`config.mk`:
```
export PLATFORM = sky130hd
export DESIGN_NAME = id_ex_stage
export DESIGN_NICKNAME = d
export VERILOG_FILES = /design/src/rtl/id_ex_stage_pkg.sv /design/src/rtl/id_ex_stage_alu_control.sv /design/src/rtl/id_ex_stage.sv
export SDC_FILE = /design/constraint.sdc
export NUM_CORES = 1
export LEC_CHECK = 0
export CAP_MARGIN = 25
export CORE_UTILIZATION = 30
export DETAILED_ROUTE_END_ITERATION = 12
export GPL_ROUTABILITY_DRIVEN = 0
export SLEW_MARGIN = 10
export SYNTH_ARGS = -nofsm -noshare
export SYNTH_HDL_FRONTEND = slang
export SYNTH_SLANG_ARGS = --single-unit
```
`constraint.sdc`:
```
create_clock -name clk -period 1.33 [get_ports clk]
set_input_delay 0.266 -clock clk [delete_from_list [all_inputs] [get_ports clk]]
set_output_delay 0.266 -clock clk [all_outputs]
set_load 0.01 [all_outputs]
```
`src/rtl/id_ex_stage_pkg.sv`:
```
// Shared ALU select, ALUOp and funct encodings for the ID/EX stage.
// Imported by id_ex_stage and alu_control.
package id_ex_stage_pkg;

  localparam logic [3:0] ALU_AND     = 4'b0000;
  localparam logic [3:0] ALU_OR      = 4'b0001;
  localparam logic [3:0] ALU_ADD     = 4'b0010;
  localparam logic [3:0] ALU_SUB     = 4'b0110;
  localparam logic [3:0] ALU_SLT     = 4'b0111;
  localparam logic [3:0] ALU_INVALID = 4'b1111;

  typedef enum logic [1:0] {
    OP_ADD   = 2'b00,
    OP_SUB   = 2'b01,
    OP_RTYPE = 2'b10,
    OP_RSVD  = 2'b11
  } alu_op_e;

  localparam logic [5:0] F_ADD = 6'b100000;
  localparam logic [5:0] F_SUB = 6'b100010;
  localparam logic [5:0] F_AND = 6'b100100;
  localparam logic [5:0] F_OR  = 6'b100101;
  localparam logic [5:0] F_SLT = 6'b101010;

endpackage

```
`src/rtl/id_ex_stage_alu_control.sv`:
```
// Combinational ALUOp/funct to 4-bit ALU select decoder.
// Ports: alu_op, funct in; alu_select out.
import id_ex_stage_pkg::*;

module alu_control (
  input  logic [1:0] alu_op,
  input  logic [5:0] funct,
  output logic [3:0] alu_select
);

  always_comb begin
    alu_select = ALU_INVALID;
    case (alu_op)
      OP_ADD: alu_select = ALU_ADD;
      OP_SUB: alu_select = ALU_SUB;
      OP_RTYPE: begin
        case (funct)
          F_ADD:   alu_select = ALU_ADD;
          F_SUB:   alu_select = ALU_SUB;
          F_AND:   alu_select = ALU_AND;
          F_OR:    alu_select = ALU_OR;
          F_SLT:   alu_select = ALU_SLT;
          default: alu_select = ALU_INVALID;
        endcase
      end
      OP_RSVD: alu_select = ALU_INVALID;
      default: alu_select = ALU_INVALID;
    endcase
  end

endmodule

```
`src/rtl/id_ex_stage.sv`:
```
// ID/EX pipeline register: captures decode outputs, stall/flush, ALU operands.
// Optional EX/MEM and MEM/WB forwarding ports with ID_EX_FORWARDING_EN.
import id_ex_stage_pkg::*;

module id_ex_stage #(
  parameter int bits      = 8,
  parameter int addr_bits = 5
) (
  input  logic                 clk,
  input  logic                 rst,
  input  logic                 stall,
  input  logic                 flush,
  input  logic                 in_valid,
  input  logic [bits-1:0]      in_rs_data,
  input  logic [bits-1:0]      in_rt_data,
  input  logic [bits-1:0]      in_imm,
  input  logic [addr_bits-1:0] in_rs_addr,
  input  logic [addr_bits-1:0] in_rt_addr,
  input  logic [addr_bits-1:0] in_rd_addr,
  input  logic [1:0]           in_alu_op,
  input  logic [5:0]           in_funct,
  input  logic                 in_alu_src,
  input  logic                 in_reg_dst,
  input  logic                 in_reg_write,
  input  logic                 in_mem_read,
  input  logic                 in_mem_write,
  input  logic                 in_mem_to_reg,
  output logic [bits-1:0]      alu_a,
  output logic [bits-1:0]      alu_b,
  output logic [3:0]           alu_select,
  output logic [bits-1:0]      store_data,
  output logic [addr_bits-1:0] wr_addr,
  output logic                 out_valid,
  output logic                 reg_write,
  output logic                 mem_read,
  output logic                 mem_write,
  output logic                 mem_to_reg,
  output logic [addr_bits-1:0] out_rs_addr,
  output logic [addr_bits-1:0] out_rt_addr
`ifdef ID_EX_FORWARDING_EN
  ,
  input  logic                 exmem_reg_write,
  input  logic [addr_bits-1:0] exmem_wr_addr,
  input  logic [bits-1:0]      exmem_result,
  input  logic                 memwb_reg_write,
  input  logic [addr_bits-1:0] memwb_wr_addr,
  input  logic [bits-1:0]      memwb_result
`endif
);

  logic [3:0] sel_dec;

  alu_control u_alu_control (
    .alu_op     (in_alu_op),
    .funct      (in_funct),
    .alu_select (sel_dec)
  );

  logic                 valid_q, valid_d;
  logic                 rw_q, rw_d;
  logic                 mr_q, mr_d;
  logic                 mw_q, mw_d;
  logic                 m2r_q, m2r_d;
  logic                 src_q, src_d;
  logic [3:0]           sel_q, sel_d;
  logic [bits-1:0]      rs_q, rs_d;
  logic [bits-1:0]      rt_q, rt_d;
  logic [bits-1:0]      imm_q, imm_d;
  logic [addr_bits-1:0] wa_q, wa_d;
  logic [addr_bits-1:0] rsa_q, rsa_d;
  logic [addr_bits-1:0] rta_q, rta_d;
  logic [addr_bits-1:0] wa_sel;

  assign wa_sel = in_reg_dst ? in_rd_addr : in_rt_addr;

  always_comb begin
    valid_d = valid_q;
    rw_d    = rw_q;
    mr_d    = mr_q;
    mw_d    = mw_q;
    m2r_d   = m2r_q;
    src_d   = src_q;
    sel_d   = sel_q;
    rs_d    = rs_q;
    rt_d    = rt_q;
    imm_d   = imm_q;
    wa_d    = wa_q;
    rsa_d   = rsa_q;
    rta_d   = rta_q;
    if (flush || (!stall && !in_valid)) begin
      valid_d = 1'b0;
      rw_d    = 1'b0;
      mr_d    = 1'b0;
      mw_d    = 1'b0;
      m2r_d   = 1'b0;
      src_d   = 1'b0;
      sel_d   = '0;
      rs_d    = '0;
      rt_d    = '0;
      imm_d   = '0;
      wa_d    = '0;
      rsa_d   = '0;
      rta_d   = '0;
    end else if (!stall) begin
      valid_d = 1'b1;
      // r0 is hardwired; never let a write to it reach writeback
      rw_d    = in_reg_write && (wa_sel != '0);
      mr_d    = in_mem_read;
      mw_d    = in_mem_write;
      m2r_d   = in_mem_to_reg;
      src_d   = in_alu_src;
      sel_d   = sel_dec;
      rs_d    = in_rs_data;
      rt_d    = in_rt_data;
      imm_d   = in_imm;
      wa_d    = wa_sel;
      rsa_d   = in_rs_addr;
      rta_d   = in_rt_addr;
    end
  end

  always_ff @(posedge clk) begin
    if (!rst) begin
      valid_q <= 1'b0;
      rw_q    <= 1'b0;
      mr_q    <= 1'b0;
      mw_q    <= 1'b0;
      m2r_q   <= 1'b0;
      src_q   <= 1'b0;
      sel_q   <= '0;
      rs_q    <= '0;
      rt_q    <= '0;
      imm_q   <= '0;
      wa_q    <= '0;
      rsa_q   <= '0;
      rta_q   <= '0;
    end else begin
      valid_q <= valid_d;
      rw_q    <= rw_d;
      mr_q    <= mr_d;
      mw_q    <= mw_d;
      m2r_q   <= m2r_d;
      src_q   <= src_d;
      sel_q   <= sel_d;
      rs_q    <= rs_d;
      rt_q    <= rt_d;
      imm_q   <= imm_d;
      wa_q    <= wa_d;
      rsa_q   <= rsa_d;
      rta_q   <= rta_d;
    end
  end

  logic [bits-1:0] rs_op, rt_op;

`ifdef ID_EX_FORWARDING_EN
  logic ex_rs, ex_rt, wb_rs, wb_rt;

  assign ex_rs = exmem_reg_write && (exmem_wr_addr != '0)
              && (exmem_wr_addr == rsa_q);
  assign ex_rt = exmem_reg_write && (exmem_wr_addr != '0)
              && (exmem_wr_addr == rta_q);
  assign wb_rs = memwb_reg_write && (memwb_wr_addr != '0)
              && (memwb_wr_addr == rsa_q);
  assign wb_rt = memwb_reg_write && (memwb_wr_addr != '0)
              && (memwb_wr_addr == rta_q);

  // EX/MEM holds the younger result, so it beats MEM/WB
  always_comb begin
    rs_op = rs_q;
    rt_op = rt_q;
    if (ex_rs)      rs_op = exmem_result;
    else if (wb_rs) rs_op = memwb_result;
    if (ex_rt)      rt_op = exmem_result;
    else if (wb_rt) rt_op = memwb_result;
  end
`else
  assign rs_op = rs_q;
  assign rt_op = rt_q;
`endif

  assign alu_a       = rs_op;
  assign alu_b       = src_q ? imm_q : rt_op;
  assign store_data  = rt_op;
  assign alu_select  = sel_q;
  assign wr_addr     = wa_q;
  assign out_valid   = valid_q;
  assign reg_write   = rw_q;
  assign mem_read    = mr_q;
  assign mem_write   = mw_q;
  assign mem_to_reg  = m2r_q;
  assign out_rs_addr = rsa_q;
  assign out_rt_addr = rta_q;

endmodule

```
==> metrics <==
Synth top area share=0.489; Worst Hold Launch=out_valid$_SDFFE_PP0N_; Final Critical Period=1480 ps; Top Usage Layer GRT=met2; Slew Limit Fails=0; initial core utilization=0.314; DP Area=3370 um^2; Top Ports=106; syn nets=250; final global-route overflow total=0; Startpoint Class=register; Pwr Total=3160 uW; power share of the clock group=0.341; setup ws final=-152 ps; met1 Use GR=0.198; Commonest cells post-synth=dfxtp_1 (49), mux2i_1 (43), nor2_1 (43); Synth area leaders=dfxtp_1 (49%), mux2i_1 (21%), nor2_1 (8.0%); Slew headroom=0.764; FF-to-FF path depth=2; Reg-to-Reg Start=alu_select[2]$_SDFFE_PP0N_; ANT nets after route=0; drt pass-1 iters=4; die width=83.8 um; # diodes=0; Hold Path Stages=2; Vias/cell=4.46; CTS Buffer Depth=2; met3 GRT Util=0.0485; top-count cell post-synth=dfxtp_1; H-tree depth=2; peak supply drop=0.558 mV; Worst Tran Pin Value=349 ps; Seq pwr share=0.483; distinct cell type count after synthesis=28; Die Y-Extent=83.8 um; Final period util=1.11; leading area contributor after synthesis=dfxtp_1; number of flops mapped to enable cells by yosys=0; via count=1788; final WL=5260 um; synthesized area=2010 um^2; Clock Sink Count=49; hold violation total from the final report=0; Design Area, Final=3490 um^2; Clock Latency Late Sink=290 ps; ys flop type=dfxtp_1; number of port buffers=105; RSZ-0062 raised after global routing=true; row cnt=29; vias in the first global route=1791; Gate Count Post-Synth=192; Switch Pwr=693 uW; All-Layer GR Usage=0.152; combinational share of power=0.176; root buffer cell=clkbuf_8; largest net degree at the start of global routing=36; Fmax achieved=0.675 GHz; final net count=381; # setup viols final=8; FF-to-FF End=alu_select[2]$_SDFFE_PP0N_; status=complete, but fails checks; Worst Skew=0 ps; YS warnings=0; Crit. End Element=primary output; Sw Ratio=0.219; Core ar.=6390 um^2; Crit Path Max Fanout=6; Leak Pwr=0.00164 uW; Reg2Reg Setup Slack=480 ps; Worst-path clk slew=90 ps; CP required=1060 ps; die area=7020 um^2; Hold Slack=452 ps; Avg WL per Cell=13.1 um; Area Overhead vs Synth=74.0%; Internal=2470 uW; Starting DRT DRC Count=40; Hold Path Class=register to register; sequential share of the synthesized area=0.489; Hold EP=out_valid$_SDFFE_PP0N_; failing checks=negative setup slack; share of cells above drive strength 1=0.194; Syn Area/Cell=10.4 um^2; max_cap viols=0; residual DRC count=0; met2 Track Usage GR=0.243; fillers=599; fraction of registers with async set/reset=0; WP data arrival=1220 ps; first-pass GRT wire length=8630 um; Setup Fix Bufs, Post-CTS=0; Setup CP Type=register to primary output; cts bufs inserted=5; Seq cells post-synth=49; hpwl dp=3920 um; Pwr per Cell Area=906 nW/um^2; antenna violations before repair=0; CTS tree=done
-- through the flow --
stage / TNS [ps] / setup WS [ps] / utilization / instances
floorplan: 0 / 199 / - / 192
global placement: -8130 / -234 / 0.527 / 393
detailed placement: -7960 / -248 / 0.527 / 393
CTS: -1270 / -163 / 0.545 / 401
global route: -1450 / -191 / 0.547 / 401
finish: -1160 / -152 / 0.547 / 401
-- critical path: stages, from the launching register on --
cell	delay, ps
dfxtp_2	370
buf_12	130
mux2_4	300
buf_6	120
-- cells by family after synthesis --
family                 Yosys count  share of synthesized area
buffers and inverters           13                     0.0374
flip-flops                      49                      0.489
AO/OA/AOI/OAI                   13                     0.0455
AND/OR/NAND/NOR                 61                      0.140
multiplexers                    56                      0.288
-- cell usage in the layout, fill, tap and decap left out --
cell type and instances:
mux2_1 5, o31ai_1 1, clkdlybuf4s15_1 2, a21oi_1 5, clkdlybuf4s50_1 56, a311oi_1 1
a22oi_1 1, or4_1 1, or3_1 1, nand2_1 1, buf_4 26, or4b_1 1
a211oi_1 1, buf_6 9, mux2_4 8, nand2b_1 3, dlygate4sd2_1 38, bufinv_16 1
o21ai_4 1, dfxtp_1 46, dfxtp_2 3, a21o_1 1, a2111oi_1 1, nor2b_1 3
nor3_2 3, buf_2 1, nor2_1 43, clkbuf_8 6, nand3_1 2, clkbuf_1 1
buf_12 4, inv_1 1, nor2b_2 1, nor4b_1 1, mux2i_1 43, nor3_1 1
o41ai_1 1
-- final cells by class --
cell class	count	area [um^2]	share of cell area
timing repair buffer	136	1290	0.371
multi-input combinational	130	995	0.285
sequential	49	985	0.282
tap	77	96.3	0.0276
clock buffer	7	86.3	0.0247
clock inverter	1	30.0	0.00860
inverter	1	3.75	0.00108
-- worst max path at each step --
stage	end	cells after the start	startpoint	slack [ps]
floorplan	alu_select[1]$_SDFFE_PP0N_	4	stall	200
global placement	alu_b[7]	3	src_q$_SDFFE_PP0N_	-230
detailed placement	reg_write$_SDFFE_PP0N_	4	in_reg_dst	-250
CTS	alu_b[0]	3	src_q$_SDFFE_PP0N_	-160
global route	alu_b[0]	3	src_q$_SDFFE_PP0N_	-190
finish	alu_b[0]	3	src_q$_SDFFE_PP0N_	-150
-- what timing repair did --
item                       4_1_cts  5_1_grt
hold buffers                     0        0
setup endpoints to repair       48       14
resized for setup               90        6
hold endpoints to repair         0        0
-- power groups by stage --
stage	Combinational (uW)	Sequential, uW	Clock [uW]
2_1_floorplan	199	1580	0
3_3_place_gp	570	1560	0
3_5_place_dp	572	1560	0
4_1_cts	561	1530	1130
5_1_grt	600	1530	1190
6_report	557	1530	1080
-- per-layer routing --
| layer | vias to the layer above | part of all wire |
|---|---|---|
| li1 | 920 | - |
| met1 | 804 | 0.48 |
| met2 | 62 | 0.44 |
| met3 | 2 | 0.072 |
| met4 | 0 | 0.0044 |
| met5 | - | 0 |
Power figures use the tool's default switching activity.
